### src/rtl/rv_pkg.sv
// Shared types and constants for the RV32I decode stage.
//   Opcodes, ALU/result-select encodings, immediate formats,
//   the ID/EX control bundle and the full ID/EX payload.
package rv_pkg;

  localparam int unsigned XLEN   = 32;
  localparam int unsigned NREGS  = 32;
  localparam int unsigned REG_AW = 5;

  localparam logic [6:0] OP_LOAD  = 7'b0000011;
  localparam logic [6:0] OP_STORE = 7'b0100011;
  localparam logic [6:0] OP_R     = 7'b0110011;
  localparam logic [6:0] OP_IALU  = 7'b0010011;
  localparam logic [6:0] OP_BEQ   = 7'b1100011;
  localparam logic [6:0] OP_JAL   = 7'b1101111;

  typedef enum logic [2:0] {
    ALU_ADD = 3'b000,
    ALU_SUB = 3'b001,
    ALU_AND = 3'b010,
    ALU_OR  = 3'b011,
    ALU_SLT = 3'b101
  } alu_op_t;

  typedef enum logic [1:0] {
    RES_ALU = 2'b00,
    RES_MEM = 2'b01,
    RES_PC4 = 2'b10
  } result_src_t;

  typedef enum logic [2:0] {
    IMM_I,
    IMM_S,
    IMM_B,
    IMM_J,
    IMM_NONE
  } imm_type_t;

  typedef struct packed {
    logic        regwrite;
    logic        memwrite;
    logic        jump;
    logic        branch;
    logic        alusrc;
    result_src_t resultsrc;
    alu_op_t     alucontrol;
    logic        illegal;
  } ctrl_t;

  typedef struct packed {
    ctrl_t             ctrl;
    logic [XLEN-1:0]   rd1;
    logic [XLEN-1:0]   rd2;
    logic [XLEN-1:0]   imm;
    logic [XLEN-1:0]   pc;
    logic [XLEN-1:0]   pcplus4;
    logic [REG_AW-1:0] rs1;
    logic [REG_AW-1:0] rs2;
    logic [REG_AW-1:0] rd;
  } idex_t;

  // funct3 (plus the sub/add selector bit for R-type) to ALU operation
  function automatic alu_op_t alu_decode(input logic [2:0] funct3, input logic sub_bit);
    alu_op_t op;
    case (funct3)
      3'b000:  op = sub_bit ? ALU_SUB : ALU_ADD;
      3'b010:  op = ALU_SLT;
      3'b110:  op = ALU_OR;
      3'b111:  op = ALU_AND;
      default: op = ALU_ADD;
    endcase
    return op;
  endfunction

  // Sign-extended immediate from instruction bits [31:7]
  function automatic logic [XLEN-1:0] imm_ext(input logic [31:7] ins, input imm_type_t t);
    logic [XLEN-1:0] imm;
    case (t)
      IMM_I:   imm = {{20{ins[31]}}, ins[31:20]};
      IMM_S:   imm = {{20{ins[31]}}, ins[31:25], ins[11:7]};
      IMM_B:   imm = {{19{ins[31]}}, ins[31], ins[7], ins[30:25], ins[11:8], 1'b0};
      IMM_J:   imm = {{11{ins[31]}}, ins[31], ins[19:12], ins[20], ins[30:21], 1'b0};
      default: imm = '0;
    endcase
    return imm;
  endfunction

endpackage

### src/rtl/decode_cycle_register_file.sv
// 32x32 register file: two async read ports, one sync write port.
//   a1/a2 -> rd1/rd2 : read addresses/data (x0 reads 0, same-cycle WB bypass)
//   a3/we3/wd3       : write address/enable/data (writes to x0 dropped)
//   rst              : asynchronous active-low clear of all registers
module register_file
  import rv_pkg::*;
(
  input  logic              clk,
  input  logic              rst,
  input  logic [REG_AW-1:0] a1,
  input  logic [REG_AW-1:0] a2,
  input  logic [REG_AW-1:0] a3,
  input  logic              we3,
  input  logic [XLEN-1:0]   wd3,
  output logic [XLEN-1:0]   rd1,
  output logic [XLEN-1:0]   rd2
);

  logic [XLEN-1:0] regs_q [NREGS];
  logic            wr_en;

  assign wr_en = we3 && (a3 != '0);

  // Write port; x0 is never written so it stays zero
  always_ff @(posedge clk or negedge rst) begin
    if (!rst) begin
      for (int i = 0; i < NREGS; i++) regs_q[i] <= '0;
    end else if (wr_en) begin
      regs_q[a3] <= wd3;
    end
  end

  // Read ports with write-through of the value being written this cycle
  assign rd1 = (a1 == '0) ? '0 : ((wr_en && (a1 == a3)) ? wd3 : regs_q[a1]);
  assign rd2 = (a2 == '0) ? '0 : ((wr_en && (a2 == a3)) ? wd3 : regs_q[a2]);

endmodule

### src/rtl/decode_cycle.sv
// RV32I ID stage: decode, register read, immediate build, ID/EX register.
//   instrd/pcd/pcplus4D : IF/ID inputs
//   pcsrc               : redirect from EX, squashes the next ID/EX entry
//   regwritew/rdw/resultw : writeback port into the register file
//   stall_d             : combinational load-use stall back to fetch
//   *e outputs          : registered ID/EX contents
module decode_cycle
  import rv_pkg::*;
(
  input  logic              clk,
  input  logic              rst,
  input  logic [XLEN-1:0]   instrd,
  input  logic [XLEN-1:0]   pcd,
  input  logic [XLEN-1:0]   pcplus4D,
  input  logic              pcsrc,
  input  logic              regwritew,
  input  logic [REG_AW-1:0] rdw,
  input  logic [XLEN-1:0]   resultw,
  output logic              stall_d,
  output logic              regwritee,
  output logic              memwritee,
  output logic              jumpe,
  output logic              branche,
  output logic              alusrce,
  output logic [1:0]        resultsrce,
  output logic [2:0]        alucontrole,
  output logic              illegale,
  output logic [XLEN-1:0]   rd1e,
  output logic [XLEN-1:0]   rd2e,
  output logic [XLEN-1:0]   imme,
  output logic [XLEN-1:0]   pce,
  output logic [XLEN-1:0]   pcplus4e,
  output logic [REG_AW-1:0] rs1e,
  output logic [REG_AW-1:0] rs2e,
  output logic [REG_AW-1:0] rde
);

  logic [6:0]        opcode_c;
  logic [2:0]        funct3_c;
  logic [REG_AW-1:0] rs1_c, rs2_c, rd_c;
  logic [XLEN-1:0]   rd1_c, rd2_c;
  ctrl_t             ctrl_c;
  imm_type_t         imm_type_c;
  idex_t             idex_d, idex_q;

  assign opcode_c = instrd[6:0];
  assign funct3_c = instrd[14:12];
  assign rd_c     = instrd[11:7];
  assign rs1_c    = instrd[19:15];
  assign rs2_c    = instrd[24:20];

  register_file u_rf (
    .clk (clk),
    .rst (rst),
    .a1  (rs1_c),
    .a2  (rs2_c),
    .a3  (rdw),
    .we3 (regwritew),
    .wd3 (resultw),
    .rd1 (rd1_c),
    .rd2 (rd2_c)
  );

  // Main decoder
  always_comb begin
    ctrl_c     = '0;
    imm_type_c = IMM_NONE;
    case (opcode_c)
      OP_LOAD: begin
        ctrl_c.regwrite  = 1'b1;
        ctrl_c.alusrc    = 1'b1;
        ctrl_c.resultsrc = RES_MEM;
        imm_type_c       = IMM_I;
      end
      OP_STORE: begin
        ctrl_c.memwrite = 1'b1;
        ctrl_c.alusrc   = 1'b1;
        imm_type_c      = IMM_S;
      end
      OP_R: begin
        ctrl_c.regwrite   = 1'b1;
        ctrl_c.alucontrol = alu_decode(funct3_c, instrd[30]);
      end
      OP_IALU: begin
        ctrl_c.regwrite   = 1'b1;
        ctrl_c.alusrc     = 1'b1;
        ctrl_c.alucontrol = alu_decode(funct3_c, 1'b0);
        imm_type_c        = IMM_I;
      end
      OP_BEQ: begin
        ctrl_c.branch     = 1'b1;
        ctrl_c.alucontrol = ALU_SUB;
        imm_type_c        = IMM_B;
      end
      OP_JAL: begin
        ctrl_c.regwrite  = 1'b1;
        ctrl_c.jump      = 1'b1;
        ctrl_c.resultsrc = RES_PC4;
        imm_type_c       = IMM_J;
      end
      // All-zero word is the natural bubble and is not flagged
      default: ctrl_c.illegal = (instrd != '0);
    endcase
  end

  // Load-use hazard against the load currently sitting in ID/EX
  assign stall_d = (idex_q.ctrl.resultsrc == RES_MEM) && (idex_q.rd != '0) &&
                   ((idex_q.rd == rs1_c) || (idex_q.rd == rs2_c));

  // Next ID/EX entry; flush and stall both insert an all-zero bubble
  always_comb begin
    idex_d         = '0;
    idex_d.ctrl    = ctrl_c;
    idex_d.rd1     = rd1_c;
    idex_d.rd2     = rd2_c;
    idex_d.imm     = imm_ext(instrd[31:7], imm_type_c);
    idex_d.pc      = pcd;
    idex_d.pcplus4 = pcplus4D;
    idex_d.rs1     = rs1_c;
    idex_d.rs2     = rs2_c;
    idex_d.rd      = rd_c;
    if (pcsrc || stall_d) idex_d = '0;
  end

  // ID/EX register
  always_ff @(posedge clk or negedge rst) begin
    if (!rst) idex_q <= '0;
    else      idex_q <= idex_d;
  end

  assign regwritee   = idex_q.ctrl.regwrite;
  assign memwritee   = idex_q.ctrl.memwrite;
  assign jumpe       = idex_q.ctrl.jump;
  assign branche     = idex_q.ctrl.branch;
  assign alusrce     = idex_q.ctrl.alusrc;
  assign resultsrce  = idex_q.ctrl.resultsrc;
  assign alucontrole = idex_q.ctrl.alucontrol;
  assign illegale    = idex_q.ctrl.illegal;
  assign rd1e        = idex_q.rd1;
  assign rd2e        = idex_q.rd2;
  assign imme        = idex_q.imm;
  assign pce         = idex_q.pc;
  assign pcplus4e    = idex_q.pcplus4;
  assign rs1e        = idex_q.rs1;
  assign rs2e        = idex_q.rs2;
  assign rde         = idex_q.rd;

endmodule

### config.mk
export PLATFORM = sky130hd
export DESIGN_NAME = decode_cycle
export DESIGN_NICKNAME = d
export VERILOG_FILES = /design/src/rtl/rv_pkg.sv /design/src/rtl/decode_cycle_register_file.sv /design/src/rtl/decode_cycle.sv
export SDC_FILE = /design/constraint.sdc
export NUM_CORES = 2
export LEC_CHECK = 0
export CORE_MARGIN = 5
export CORE_UTILIZATION = 55
export DETAILED_ROUTE_END_ITERATION = 10
export GPL_TIMING_DRIVEN = 1
export PLACE_DENSITY_LB_ADDON = 0.15
export RECOVER_POWER = 25
export SLEW_MARGIN = 5
export SYNTH_ARGS = -nofsm -noshare
export SYNTH_HDL_FRONTEND = slang
export SYNTH_SLANG_ARGS = --single-unit
### constraint.sdc
create_clock -name clk -period 1.7 [get_ports clk]
set_input_delay 0.51 -clock clk [delete_from_list [all_inputs] [get_ports clk]]
set_output_delay 0.51 -clock clk [all_outputs]
set_load 0.05 [all_outputs]
=== Word level (Yosys, flattened, before mapping) ===
Cells that the tools add are included.

* $lt $le $gt $ge: 4
* Equal/unequal tests: 17
* Mux-type cells: 27
* Bitwise operators: 3
* Reductions and logical operators: 19

{| class="wikitable"
|+ Operators by type and width
! kind !! number
|-
| 1024-bit bitwise mux || 1
|-
| 32-bit binary-select mux with 5-bit select || 2
|-
| 32-bit two-way mux || 9
|-
| 186-bit two-way mux || 1
|-
| 32-bit demux with 5-bit select || 1
|-
| 32-bit one-hot mux with 4 select lines || 1
|-
| 32-bit nonzero test || 1
|-
| 3-bit one-hot mux with 4 select lines || 2
|-
| 5-bit equality test || 4
|-
| 6-bit greater-or-equal comparator, second input constant || 3
|-
| 5-bit NOT with 6-bit output || 3
|-
| 3-bit one-hot mux with 3 select lines || 2
|-
| 7-bit by 6-bit equality test with 1-bit output, second input constant || 2
|-
| 7-bit equality test, second input constant || 2
|-
| 5-bit logical NOT || 2
|-
| 5-bit nonzero test || 2
|-
| 3-bit by 2-bit equality test with 1-bit output, second input constant || 3
|-
| 7-bit by 2-bit equality test with 1-bit output, second input constant || 1
|-
| 7-bit by 5-bit equality test with 1-bit output, second input constant || 1
|-
| 1-bit two-way mux || 7
|-
| 3-bit equality test, second input constant || 2
|-
| 1-bit logical AND || 6
|-
| 3-bit logical NOT || 2
|-
| 6-bit by 1-bit less-than comparator with 1-bit output, second input constant || 1
|-
| 8 further kinds || 9
|}

* Flip-flop bits (word level): 1210
* Input port bits: 137
* Output and inout port bits: 187
* Word-level logic and storage cells: 118

=== Logic depth before layout (Yosys ltp) ===
* Depth after elaboration: 7
* Mapped depth: 9
* Mapped depth without buffers: 6

=== Cells and area by module ===
Synthesis repeated with hierarchy kept, for this count alone.

* Cell total of the unflattened synthesis: 4299
* Area total of the unflattened synthesis: 61256.2 um^2

{| class="wikitable"
|+ Modules (own cells, without submodules)
! module !! times used !! cells each !! area an instance (um^2) !! seq. area each (um^2)
|-
| register_file || 1 || 3846 || 54989.0 || 25624.6
|-
| decode_cycle || 1 || 453 || 6267.3 || 4354.2
|}

=== Worst setup path before layout ===
OpenSTA, ideal clock, no wires.

* Path kind: reg-to-output
* Start: reg idex_q, in the netlist rde[0]
* End: out stall_d
* Data arrival time: 1878 ps
* Data required time: 1190 ps
* Slack: -688 ps
* Cell stages (with the launch flop): 5
* Path buffers: 0
* Cells stage by stage: dfrtp_1 > xor2_1 > nor3_1 > a22oi_2 > nor2_1

* Cells in the longest elaborated chain, start to end: 3
* Elaborated cells between the ends (all ways): 6
* Those cells by class: 2 x eq/ne; 4 x reduce/logical

{| class="wikitable"
|+ RTL lines
! what !! line !! text
|-
| start: declaration || decode_cycle.sv:44 || <nowiki>idex_t idex_d, idex_q;</nowiki>
|-
| start signal: assignment || decode_cycle.sv:128 || <nowiki>else idex_q <= idex_d;</nowiki>
|-
| 5-bit equality test / 5-bit nonzero test (equally long branches) || decode_cycle.sv:108, decode_cycle.sv:107 ||
|-
| 1-bit logical OR / 1-bit logical AND (equally long branches) || decode_cycle.sv:108, decode_cycle.sv:107 ||
|-
| 1-bit logical AND * || decode_cycle.sv:107 || <nowiki>assign stall_d = (idex_q.ctrl.resultsrc == RES_MEM) && (idex_q.rd != '0) &&</nowiki>
|-
| end: declaration || decode_cycle.sv:19 || <nowiki>output logic stall_d,</nowiki>
|}

Mark *: on every way between the ends. The rest lies on a longest branch, timed or not.

=== Worst setup path in the final report ===
* Start: reg idex_q, in the netlist rde[2]
* End: out stall_d

The elaborated chain is that of the path after synthesis.

==> results by group <==
Die
  • Die X-Extent: 339 um
  • Vertical extent of the die: 339 um
  • Effective utilization at floorplan: a little under three fifths
  • Total I/O pin count: 324
  • Cell row count: 120
  • Die footprint: 0.115 mm^2
  • Area of the core: around 0.11 mm^2

GRT
  • Pin count of the biggest net entering global routing: 103
  • Total global routing track utilization: around a third
  • Wire length of the first global-routing pass: between 200,000 and 300,000 um
  • Total gr overflow: 0
  • Via count of the first global-routing pass: approximately 43,000
  • Number of antenna violations at the first check in global routing: 6

Pwr
  • Portion of total power attributed to sequential cells: 43.5%
  • Comb power frac: ~22%
  • Switch Pwr: 23.6 mW
  • Maximum VDD drop: 1.08 mV
  • P per Cell Area: around 1100 mW/mm^2
  • Leakage: 34.4 nW
  • Internal portion of total power: about 62 mW
  • Total power consumption of the routed design: 86.0 mW
  • Part of the power in the clock network: between 30% and 40%
  • Switching Share: a little over a quarter

STA
  • Final worst-path cycle share: 161%
  • Finish-stage setup viols: around 1,100
  • Headroom to the max-slew limit: under 10%
  • Worst Clk Skew: approximately 33 ps
  • Actual slew at the worst max-slew pin: ~1400 ps
  • Final TNS setup: -216,880 ps
  • Max Slew Vio Count: 0
  • PnR worst setup slack: -1040 ps
  • Worst Hold Margin: between 200 and 250 ps
  • Minimum clock period: approximately 2700 ps
  • Final hold vios: 0
  • Unrepaired setup endpoints after global routing: yes
  • Fmax: between 0.3 and 0.4 GHz

Worst setup path
  • Worst Path Max Fanout: 4
  • Sort of element at the start of the critical path: register
  • Required arrival time at the worst endpoint: ~1200 ps
  • Category of the worst setup path capture point: primary output
  • Worst EP arrival: 2230 ps
  • Path type of the worst setup path: reg -> out

CTS
  • TritonCTS clock tree: yes
  • Total CTS buffers: 131
  • Deepest level of the CTS H-tree: 4
  • Maximum buffer depth of the clock tree: 3
  • Clock-pin slew on the worst setup and hold paths: roughly 60 ps
  • Cell at the root of the clock tree: sky130_fd_sc_hd__clkbuf_16
  • Insertion delay to the later sink of the worst-skew pair: just under 800 ps
  • Sink count of the clock tree: ~1,200

Placed design
  • Port Buffer Count: 323
  • Final weighted congestion in routability-driven placement: 0.899
  • Pre-CTS WS: -1320 ps
  • Placed cell count: 5,807
  • Total cell area at the placement stage: about 0.073 mm^2
  • Half-perimeter wire length of the detailed placement result: 134,000 um

Detailed routing
  • Initial detailed-routing violation count: roughly 4,500
  • Detailed-route via count: 41,881
  • Via-per-instance ratio: between 6 and 7
  • # DRC: 0
  • Wire per inst: 33.7 um
  • Total routed wirelength: 205,000 um
  • First-pass detailed-route iteration total: 5
  • Remaining number of nets flagged by the antenna check after routing: 0

Finish
  • Final Instance Area: ~0.079 mm^2
  • Nets@finish: between 4,000 and 5,000
  • Relative area change from synthesis to final layout: 31.7%
  • Utilization after layout: 73.2%
  • Non-filler instance count after layout: just over 6,000
  • Share of post-route cells with drive strength above 1: a little under three fifths

Yosys
  • Number of distinct library cell variants in the gate-level netlist after synthesis: 55
  • Total nets after synthesis: about 4,100
  • Fraction of post-synthesis cell area in the top cell type by area: around 50%
  • Sequential area share after synthesis: about 50%
  • Async SR Flop Fraction: between 90% and 100%
  • Prevailing post-synth register cell: sky130_fd_sc_hd__dfrtp_1
  • Number of warning messages in the yosys log: 0
  • Post-Syn Area: around 0.06 mm^2
  • Cell count after synthesis: between 4,000 and 5,000
  • Largest area contributor in the synthesized netlist: sky130_fd_sc_hd__dfrtp_1
  • Number of enable flip-flop cells after synthesis: 0
  • Synth area leaders: sky130_fd_sc_hd__dfrtp_1 (50%), sky130_fd_sc_hd__mux2_2 (17%), sky130_fd_sc_hd__mux4_2 (16%)
  • Mean cell area of the mapped netlist: 14.9 um^2
  • Flip-flop and latch count after synthesis: approximately 1,200

Run
  • Max capacitance violation total: 0

Run status
  • Failing checks: setup timing
  • Run status: finished with violations

Hold path
  • Worst Hold Class: in -> reg
==> Yosys cell counts (2+ instances only) <==
cell type                   instances
sky130_fd_sc_hd__a211oi_1          32
sky130_fd_sc_hd__a21oi_1           40
sky130_fd_sc_hd__a221oi_1           8
sky130_fd_sc_hd__a22o_1            40
sky130_fd_sc_hd__a22oi_1          112
sky130_fd_sc_hd__and2_1            80
sky130_fd_sc_hd__and3_1             9
sky130_fd_sc_hd__and3b_1            4
sky130_fd_sc_hd__and4_1            23
sky130_fd_sc_hd__buf_1             55
sky130_fd_sc_hd__buf_2            140
sky130_fd_sc_hd__buf_4             55
sky130_fd_sc_hd__buf_6              6
sky130_fd_sc_hd__clkbuf_1         198
sky130_fd_sc_hd__dfrtp_1         1198
sky130_fd_sc_hd__mux2_1           127
sky130_fd_sc_hd__mux2_2           897
sky130_fd_sc_hd__mux2i_1          101
sky130_fd_sc_hd__mux4_2           435
sky130_fd_sc_hd__nand2_1           45
sky130_fd_sc_hd__nand2b_1           5
sky130_fd_sc_hd__nand3_1           31
sky130_fd_sc_hd__nand3b_1           7
sky130_fd_sc_hd__nand4_1            3
sky130_fd_sc_hd__nor2_1            46
sky130_fd_sc_hd__nor2b_1           31
sky130_fd_sc_hd__nor3_1            17
sky130_fd_sc_hd__nor3b_1            6
sky130_fd_sc_hd__nor4_1            35
sky130_fd_sc_hd__nor4_2             2
sky130_fd_sc_hd__o21ai_1            3
sky130_fd_sc_hd__o22ai_1          145
sky130_fd_sc_hd__o2bb2ai_1         32
sky130_fd_sc_hd__or2_1              2
sky130_fd_sc_hd__or2_2              2
sky130_fd_sc_hd__or3b_1             2
sky130_fd_sc_hd__xnor2_1            6
sky130_fd_sc_hd__xor2_1            14
==> power by group through the flow <==
stage / Clock (mW) / Combinational (mW) / Sequential [mW]
4_1_cts: 30.1 / 18.4 / 37.2
2_1_floorplan: 0 / 11.5 / 37.1
5_1_grt: 31.4 / 19.7 / 37.9
3_5_place_dp: 0 / 18.1 / 37.6
6_report: 29.9 / 18.7 / 37.4
3_3_place_gp: 0 / 17.7 / 37.2
==> metal layers <==
layer	vias to the layer above	part of all wire [%]	global-route usage (%)
li1	16558	-	-
met1	22324	39	48.7
met2	2447	47	54.3
met3	550	9.1	7.99
met4	2	4.7	14.5
met5	-	0.0078	0
==> what timing repair did <==
action | CTS | global route
endpoints found under the hold margin | 322 | 0
hold buffers | 1 | 0
gates cloned | 7 | 14
pin swaps | 42 | 61
resized for setup | 90 | 150
setup endpoints to repair | 1249 | 1347
setup buffers | 19 | 17
==> placed cells by master, fill, tap and decap left out, drive strengths merged, types with 9 or more instances in the layout <==
master            n
nor4             37
nor2             48
a211oi           32
dfrtp          1198
a22oi           113
inv              11
nor2b            31
and4             23
and2             80
clkinv           23
a22o             40
o2bb2ai          32
o22ai           145
and3              9
clkdlybuf4s50   125
bufinv           11
mux4            435
a21oi            40
nor3             19
clkbuf          208
nand2            47
xor2             14
nand3            32
mux2           1024
mux2i           101
buf             740
==> flip-flops by register name, summed over array words and instances, names as in the netlist, 3 cells and up <==
signal       flops
rde              5
rd2e            32
rs2e             5
rd1e            32
pce             32
alucontrole      3
u_rf.regs_q   1024
rs1e             5
pcplus4e        32
imme            21
==> area by class of cell <==
type                            count  area [um^2]
Sequential cell                  1198        30000
Multi-Input combinational cell   2359        29600
Fill cell                        6635        28900
Timing Repair Buffer              890        12800
Clock buffer                      190         3890
Tap cell                         1403         1760
Clock inverter                     48          602
Antenna cell                        6         15.0
Inverter                            1         3.75
==> critical path: stages (launching register included) <==
cell,delay [ps]
sky130_fd_sc_hd__dfrtp_2,470
sky130_fd_sc_hd__buf_6,150
sky130_fd_sc_hd__xor2_4,180
sky130_fd_sc_hd__nor2_2,120
sky130_fd_sc_hd__a22oi_2,80
sky130_fd_sc_hd__buf_4,150
sky130_fd_sc_hd__nor2_4,170
sky130_fd_sc_hd__buf_12,160
==> logic make-up (layout without fill, tap and decap cells) <==
logic type / after synthesis / count (layout) / synth area share, %
buffers and inverters: 455 / 1129 / 3.57
AOI/OAI and AO/OA: 418 / 418 / 4.98
DFF: 1198 / 1198 / 50.2
muxes: 1560 / 1560 / 37.4
xor gates and xnor gates: 20 / 20 / 0.293
and+or+nand+nor: 360 / 361 / 3.53
other: 0 / 6 / 0
==> worst paths after layout <==
path	from	to	slack (ps)	depth (start not counted)
setup / recovery	rde[2]	stall_d	-1040	7
hold / removal	instrd[21]	rs2e[1]	210	3
setup reg to reg	rde[2]	rd2e[15]	-720	10
hold reg to reg	u_rf.regs_q[1009]	u_rf.regs_q[1009]	390	0
max in group asynchronous	rst	u_rf.regs_q[142]	-330	4
min in group asynchronous	rst	u_rf.regs_q[320]	620	2
Note: power is estimated with default switching activity, not from simulation.
